### src/rtl/hue_fade_controller.sv
// Three-channel PWM colour-wheel fader: step timer, phase scheduler, duty registers, PWM.
// Define LED_ACTIVE_LOW_EN for current-sinking LEDs (outputs inverted, reset high).
module hue_fade_controller #(
    parameter int INC_DEC_INTERVAL = 12000,
    parameter int INC_DEC_MAX      = 200,
    parameter int PWM_INTERVAL     = 1200,
    parameter int INC_DEC_VAL      = PWM_INTERVAL / INC_DEC_MAX
) (
    input  logic       clk,
    input  logic       rst,
    input  logic       enable,
    output logic       red,
    output logic       green,
    output logic       blue,
    output logic [2:0] phase,
    output logic       phase_tick
);

    localparam int TW = (INC_DEC_INTERVAL > 1) ? $clog2(INC_DEC_INTERVAL) : 1;
    localparam int SW = (INC_DEC_MAX > 1) ? $clog2(INC_DEC_MAX) : 1;
    localparam int PW = (PWM_INTERVAL > 1) ? $clog2(PWM_INTERVAL) : 1;
    localparam int DW = $clog2(PWM_INTERVAL + 1);

    localparam logic [TW-1:0] T_LAST = TW'(INC_DEC_INTERVAL - 1);
    localparam logic [SW-1:0] S_LAST = SW'(INC_DEC_MAX - 1);
    localparam logic [PW-1:0] P_LAST = PW'(PWM_INTERVAL - 1);
    localparam logic [DW-1:0] D_MAX  = DW'(PWM_INTERVAL);
    localparam logic [DW:0]   D_STEP = (DW+1)'(INC_DEC_VAL);

`ifdef LED_ACTIVE_LOW_EN
    localparam logic LED_POL = 1'b1;
`else
    localparam logic LED_POL = 1'b0;
`endif

    typedef enum logic [1:0] {
        FADE_INC = 2'b00,
        FADE_DEC = 2'b01,
        FADE_ON  = 2'b10,
        FADE_OFF = 2'b11
    } fade_e;

    // Packed {R,G,B} fade codes for a phase.
    function automatic logic [5:0] phase_codes(input logic [2:0] ph);
        logic [5:0] c;
        case (ph)
            3'd0:    c = {FADE_ON,  FADE_INC, FADE_OFF};
            3'd1:    c = {FADE_DEC, FADE_ON,  FADE_OFF};
            3'd2:    c = {FADE_OFF, FADE_ON,  FADE_INC};
            3'd3:    c = {FADE_OFF, FADE_DEC, FADE_ON};
            3'd4:    c = {FADE_INC, FADE_OFF, FADE_ON};
            3'd5:    c = {FADE_ON,  FADE_OFF, FADE_DEC};
            default: c = {FADE_OFF, FADE_OFF, FADE_OFF};
        endcase
        return c;
    endfunction

    function automatic logic [DW-1:0] next_duty(
        input fade_e         c,
        input logic [DW-1:0] d
    );
        logic [DW:0]   sum;
        logic [DW-1:0] n;
        sum = {1'b0, d} + D_STEP;
        case (c)
            FADE_INC: n = (sum > {1'b0, D_MAX}) ? D_MAX : sum[DW-1:0];
            FADE_DEC: n = ({1'b0, d} < D_STEP) ? '0 : d - D_STEP[DW-1:0];
            FADE_ON:  n = D_MAX;
            default:  n = '0;
        endcase
        return n;
    endfunction

    logic [TW-1:0] timer_q, timer_d;
    logic [SW-1:0] scnt_q,  scnt_d;
    logic [2:0]    phase_q, phase_d;
    logic          tick_q,  tick_d;
    logic [PW-1:0] pwm_q,   pwm_d;
    logic [2:0]    led_q,   led_d;
    logic [DW-1:0] duty_q [3];
    logic [DW-1:0] duty_d [3];
    logic [5:0]    codes;
    logic          step;
    logic          wrap;

    assign step  = enable && (timer_q == T_LAST);
    assign wrap  = step && (scnt_q == S_LAST);
    assign codes = phase_codes(phase_q);

    always_comb begin
        timer_d = timer_q;
        scnt_d  = scnt_q;
        phase_d = phase_q;
        tick_d  = wrap;
        pwm_d   = (pwm_q == P_LAST) ? '0 : pwm_q + PW'(1);
        if (enable) begin
            timer_d = (timer_q == T_LAST) ? '0 : timer_q + TW'(1);
        end
        if (step) begin
            scnt_d = (scnt_q == S_LAST) ? '0 : scnt_q + SW'(1);
        end
        if (wrap) begin
            phase_d = (phase_q == 3'd5) ? 3'd0 : phase_q + 3'd1;
        end
        // Index 2 = red, 1 = green, 0 = blue, matching the code packing.
        for (int i = 0; i < 3; i++) begin
            duty_d[i] = duty_q[i];
            if (step) begin
                duty_d[i] = next_duty(fade_e'(codes[2*i +: 2]), duty_q[i]);
            end
            led_d[i] = (DW'(pwm_q) < duty_q[i]) ^ LED_POL;
        end
    end

    always_ff @(posedge clk) begin
        if (rst) begin
            timer_q   <= '0;
            scnt_q    <= '0;
            phase_q   <= 3'd0;
            tick_q    <= 1'b0;
            pwm_q     <= '0;
            led_q     <= {3{LED_POL}};
            duty_q[2] <= D_MAX;
            duty_q[1] <= '0;
            duty_q[0] <= '0;
        end else begin
            timer_q <= timer_d;
            scnt_q  <= scnt_d;
            phase_q <= phase_d;
            tick_q  <= tick_d;
            pwm_q   <= pwm_d;
            led_q   <= led_d;
            for (int i = 0; i < 3; i++) begin
                duty_q[i] <= duty_d[i];
            end
        end
    end

    assign red        = led_q[2];
    assign green      = led_q[1];
    assign blue       = led_q[0];
    assign phase      = phase_q;
    assign phase_tick = tick_q;

endmodule

### config.mk
export PLATFORM = sky130hd
export DESIGN_NAME = hue_fade_controller
export DESIGN_NICKNAME = d
export VERILOG_FILES = /design/src/rtl/hue_fade_controller.sv
export SDC_FILE = /design/constraint.sdc
export NUM_CORES = 1
export LEC_CHECK = 0
export BUFFER_PORTS_ARGS = -buffer_cell sky130_fd_sc_hd__buf_2
export CAP_MARGIN = 10
export CORE_AREA = 2 2 97 99
export DETAILED_ROUTE_END_ITERATION = 8
export DIE_AREA = 0 0 99 101
export PLACE_DENSITY = 0.83
export SKIP_LAST_GASP = 1
export SLEW_MARGIN = 40
export SYNTH_ARGS = -nofsm -noshare
export SYNTH_HDL_FRONTEND = slang
export SYNTH_SLANG_ARGS = --single-unit
### constraint.sdc
create_clock -name clk -period 3.5 [get_ports clk]
set_clock_uncertainty 0.1 [all_clocks]
set_input_delay 0.7 -clock clk [delete_from_list [all_inputs] [get_ports clk]]
set_output_delay 0.7 -clock clk [all_outputs]
set_load 0.03 [all_outputs]
==> results of run 1 <==
-- cell usage in the layout (no fill, tap or decap), drive strengths merged, types with 3 or more instances in the layout --
cell type   n
a211o       3
nand2b      6
buf        20
nand4b      4
inv        41
and3       14
clkbuf      9
a21o        4
nor2b       6
o31ai       5
o21ai      53
nor3b       5
nand3      27
a31oi       7
o21a       20
dfxtp      70
o211ai      5
nor3       25
nor2       81
a221oi      4
a211oi     10
nand3b      4
and2       10
or3         6
ha         40
mux2i       3
nand4      15
and4        3
a21oi      39
a22oi       4
xor2       23
xnor2      24
o221ai      5
or2         3
nand2      50
nor4        7
-- cell families after synthesis --
kind of cell,count (synthesis),share of synthesized area
AOI/OAI and AO/OA,179,0.227
muxes,3,0.00573
DFF,70,0.267
adders and majority gates,40,0.0955
and+or+nand+nor,276,0.266
buffers and inverters,72,0.0590
xor gates and xnor gates,47,0.0786
-- critical path: cells and delay by family (launching register included) --
family / cells / cell delay [ps]
AOI/OAI and AO/OA: 4 / 1160
xor gates and xnor gates: 1 / 180
adders and majority gates: 1 / 310
buffers and inverters: 1 / 150
DFF: 1 / 600
and+or+nand+nor: 2 / 620
-- how the worst min path moves through the flow --
stage,startpoint,end
after CTS,pwm_q[0],pwm_q[0]
after detailed placement,pwm_q[0],pwm_q[0]
after floorplan,pwm_q[0],pwm_q[0]
after global routing,pwm_q[0],pwm_q[0]
after global placement,pwm_q[0],pwm_q[0]
final,pwm_q[0],pwm_q[0]
-- per-stage QoR --
step                setup slack, ps  utilization  hold slack (ps)  cell area [um2]
finish                          326        0.618              376             5550
global route                   42.0        0.618              418             5550
CTS                             402        0.618              374             5550
detailed placement              430        0.595              353             5340
global placement                585        0.595              350             5340
floorplan                       385            -              330             5240
-- registers in the layout, summed over array words and instances (netlist names) --
signal	cells
phase	3
duty_q	30
led_q	3
timer_q	14
scnt_q	8
phase_tick	1
pwm_q	11
-- area by class of cell --
| class | count | area share |
|---|---|---|
| repair buffers | 20 | 0.0230 |
| well taps | 111 | 0.0250 |
| multi-input cells | 545 | 0.637 |
| clock buffers | 9 | 0.0223 |
| clock inverters | 7 | 0.0147 |
| inverters | 38 | 0.0257 |
| flip-flops and latches | 70 | 0.253 |
-- where the power goes --
| group | total, mW | internal (mW) | switching, mW |
|---|---|---|---|
| clock network | 0.707 | 0.339 | 0.367 |
| logic | 0.102 | 0.0432 | 0.0589 |
| registers | 0.820 | 0.807 | 0.0132 |
-- routing by layer --
metal / track usage / vias up
met3: 0.0409 / 34
met1: 0.348 / 2367
met2: 0.450 / 217
met4: 0.117 / 0
li1: - / 2474
met5: 0 / -
==> metrics.cfg, run 1 <==
[worst_setup_path]
path_common_cell=a21oi_1
reg2reg_depth=9
crit_type=register to register
cp_max_fo=15
endpoint=duty_q[0][17]
crit_required_ps=3700
startpoint=phase[2]
start_kind=register
max_stage_delay_ps=600
path_cells=inv_1 -> ha_1 -> xor2_1 -> a221oi_1 -> nor3b_1 -> nand2_1 -> a21oi_1 -> a21oi_1 -> o21ai_0
worstPathArrival_ps=3370
r2r-start=phase[2]
r2r_end=duty_q[0][17]
r2r_slack_ps=330
end_kind=register
cp_slowest_cell=dfxtp_1

[place]
dp.cells=784
io_buffer_count=9
dp_hpwl_mm=9.65
gp_congestion=0.973

[route]
viasPerCell=6.37
routedWlPerCell_um=16.7
dr.max_layer_used=met4
dr_wl_met3_um=915
met2_length_mm=6.37
wirelength_mm=13.4
drt_first_pass_iters=5
drt-initial-drc-count=411
drc_errors=0
routedLengthMet1_mm=5.66
via_count=5092
drtAntennaViolNets=0

[global_route]
antenna_found_initial=0
grt_remaining_overflow=0
grt_max_degree=30
grt_pass1_wl_mm=22.3
grt_pass1_vias=4743
groute.usage.overall=0.270

[timing]
finalHoldViolations=0
worst-slew-pin-transition_ps=734
rsz0062_at_grt=false
finalSetupViolCount=0
fmax_mhz=315
fin_crit_sh=0.907
slew_viol_final=0
fin_tns_setup_ps=0
fin_crit_ps=3170
slew_headroom=0.506

[floorplanning]
io_pins=10
fp.coreArea_um2=8980
die_x_um=99
initial_core_util=0.584
rows=35
die_h_um=101
die_area_um2=10000

[pwr]
p_leak_nw=2.04
p_total_mw=1.63
p_per_area_nw_per_um2=294
max-vdd-ir-drop_uv=235

[clock_tree]
cts_root_buf=clkbuf_8
clock_path_buffers=2
cts_sinks=70
cts_setup_buffers=0
cts_max_level=3
clk_pin_slew_ps=90
cts_resized=0
cts_made_buffers=9
cts_tree=built
ctsHoldBuffers=0
clk_latency_ps=360

[yosys]
synthTopCellsByArea=dfxtp_1 27%, ha_1 9.6%, nor2_1 5.8%, o21ai_0 5.1%, xnor2_1 4.0%
synth_flop_cell=dfxtp_1
syn_inst=687
yosysTopAreaCellShare=0.267
synth_nets=730
synth_area_um2=5240
synth_most_common_cell=nor2_1
ys_seq_area_frac=0.267
synth_commonest_cells=81 x nor2_1, 70 x dfxtp_1, 53 x o21ai_0
synth_async_sr_flop_share=0
synthDistinctLibCells=69
synth_edf_count=0
synth_top_area_cell=dfxtp_1
yosys_warnings=0
syn_area_per_cell_um2=7.63
ys_seq_elements=70

[finish]
drive_gt1_frac=0.0755
area_growth_pct=5.83
fillers=774
seqCellArea_um2=1400
multi_input_area_um2=3530
instances_no_fill=800
fin_nets=727
antennaDiodeCount=0

[worst_hold_path]
min_path_cells=1
hp-class=register to register

[job]
cap_viol_max_count=0

[run_status]
outcome=completed

No activity file was read; power rests on OpenSTA's default activity.
==> inputs of run 2 (changes only) <==
PLACE_DENSITY = 0.75   (was 0.83)
==> run 2 against run 1 <==
Against the previous run: hold slack got worse by 3.4 ps; clock-buffer cell count did not move; sequential share of layout area is 0.068 points lower; cell count fell by 0.13%; final area increased by 0.27%; maximum frequency increased by 1.3%; flip-flop and latch count unchanged; critical path depth unchanged; routed wire length fell by 4.9%; register-to-register slack better by 40 ps; critical endpoint unchanged; largest power group unchanged.
==> metrics.cfg, run 2 (synthesis results as in run 1) <==
[timing]
whs_ps=372  ; was 376 ps
fin_crit_ps=3130  ; was 3170 ps
fmax_mhz=319  ; was 315 MHz
slew_headroom=0.545  ; was 0.506
finalSetupViolCount=0  ; unchanged
slew_viol_final=0  ; unchanged
fin_crit_sh=0.895  ; was 0.907
finalHoldViolations=0  ; unchanged
fin_tns_setup_ps=0  ; unchanged
fin_ws_ps=368  ; was 326 ps
rsz0062_at_grt=false  ; unchanged
worst-slew-pin-transition_ps=676  ; was 734 ps

[worst_setup_path]
end_kind=register  ; unchanged
path_cells=inv_1 -> ha_1 -> a21o_1 -> a221oi_1 -> nor3b_1 -> nand2_1 -> a21oi_1 -> a21oi_1 -> o21ai_0  ; was inv_1 -> ha_1 -> xor2_1 -> a221oi_1 -> nor3b_1 -> nand2_1 -> a21oi_1 -> a21oi_1 -> o21ai_0
start_kind=register  ; unchanged
crit_type=register to register  ; unchanged
crit_required_ps=3690  ; was 3700 ps
cp_max_fo=15  ; unchanged
path_delay_family=compound AO/OA/AOI/OAI gates  ; unchanged
worstPathArrival_ps=3320  ; was 3370 ps
crit_buf_inv=1  ; unchanged
cp_slowest_cell=dfxtp_1  ; unchanged
startpoint=phase[2]  ; unchanged
path_common_cell=a21oi_1  ; unchanged
max_stage_delay_ps=610  ; was 600 ps
r2r-start=phase[2]  ; unchanged

[run_status]
outcome=completed  ; unchanged

[route]
drt_first_pass_iters=5  ; unchanged
viasPerCell=6.20  ; was 6.37
via_count=4955  ; was 5092
drt-initial-drc-count=324  ; was 411
drtAntennaViolNets=0  ; unchanged
drc_errors=0  ; unchanged
wirelength_mm=12.7  ; was 13.4 mm
routedWlPerCell_um=15.9  ; was 16.7 um

[clock_tree]
cts_root_buf=clkbuf_8  ; unchanged
cts_max_level=3  ; unchanged
cts_resized=0  ; unchanged
cts_tree=built  ; unchanged
clk_latency_ps=360  ; about the same
clk_pin_slew_ps=80  ; was 90 ps
cts_made_buffers=9  ; unchanged
cts_setup_buffers=0  ; unchanged
clock_path_buffers=2  ; unchanged
cts_sinks=70  ; unchanged
ctsHoldBuffers=0  ; unchanged

[finish]
instances_no_fill=799  ; was 800
fin_nets=726  ; was 727
largest_reg_flops=30  ; unchanged
drive_gt1_frac=0.0741  ; was 0.0755
post-route-util=0.619  ; was 0.618
fillers=819  ; was 774
final_cell_mix=81 x nor2_1, 70 x dfxtp_1, 53 x o21ai_0  ; unchanged
layout_commonest_cell=nor2_1  ; unchanged
antennaDiodeCount=0  ; unchanged
largest_register=duty_q  ; unchanged
area_growth_pct=6.11  ; was 5.83%
fin_area_um2=5560  ; was 5550 um2
reg_top3=duty_q (30), timer_q (14), pwm_q (11)  ; unchanged

[place]
gp_congestion=0.889  ; was 0.973
pre_cts_slack_ps=406  ; was 430 ps
io_buffer_count=9  ; unchanged
dp.cells=783  ; was 784
place_area_um2=5330  ; was 5340 um2
dp_hpwl_mm=9.49  ; was 9.65 mm

[pwr]
max-vdd-ir-drop_uv=245  ; was 235 uV
p_total_mw=1.68  ; was 1.63 mW
p_leak_nw=2.05  ; was 2.04 nW
p_per_area_nw_per_um2=303  ; was 294 nW/um2

[floorplanning]
initial_core_util=0.584  ; unchanged
die_h_um=101  ; unchanged
die_x_um=99  ; unchanged
fp.coreArea_um2=8980  ; unchanged
rows=35  ; unchanged
io_pins=10  ; unchanged
die_area_um2=10000  ; unchanged

[global_route]
grt_max_degree=29  ; was 30
groute.usage.overall=0.263  ; was 0.270
grt_pass1_wl_mm=21.4  ; was 22.3 mm
grt_pass1_vias=4580  ; was 4743
antenna_found_initial=0  ; unchanged
grt_remaining_overflow=0  ; unchanged

[job]
cap_viol_max_count=0  ; unchanged

[worst_hold_path]
hold_start=pwm_q[0]  ; unchanged
hp-class=register to register  ; unchanged

[run 2: changes by cell type in the layout (fill, tap and decap cells not counted), sizes merged]
cell      before  now
clkinvlp       1    0
bufinv         1    2
buf           20   19
[run 2: worst paths after layout]
path / cells past startpoint / slack (ps) / to
max: 9 / 370 / duty_q[0][17]
min: 1 / 370 / pwm_q[0]
max reg2reg: 9 / 370 / duty_q[0][17]
min reg2reg: 1 / 370 / pwm_q[0]
[run 2: layer usage]
layer | vias to the layer above | global-route usage | wire, um
met4 | 0 | 0.0959 | 291
met5 | - | 0 | 0
met1 | 2320 | 0.358 | 5950
met3 | 23 | 0.0485 | 608
met2 | 136 | 0.417 | 5850
li1 | 2476 | - | -
[run 2: area by class of cell]
cell class                      count  area [um2]  share of cell area
Clock inverter                      7         104              0.0187
Sequential cell                    70        1400               0.252
Inverter                           38         143              0.0257
Clock buffer                        9         124              0.0223
Tap cell                          111         139              0.0250
Timing Repair Buffer               19         120              0.0216
Multi-Input combinational cell    545        3530               0.635
[run 2: power by group]
part,switching [mW],internal (mW)
clock network,0.353,0.411
logic,0.0567,0.0436
registers,0.0124,0.807
[run 2: worst register-to-register path, cell delays in order (launching register included)]
cell and delay (ps):
dfxtp_1 610, inv_1 150, ha_1 260, a21o_1 180, a221oi_1 410, nor3b_1 430
nand2_1 190, a21oi_1 450, a21oi_1 130, o21ai_0 150
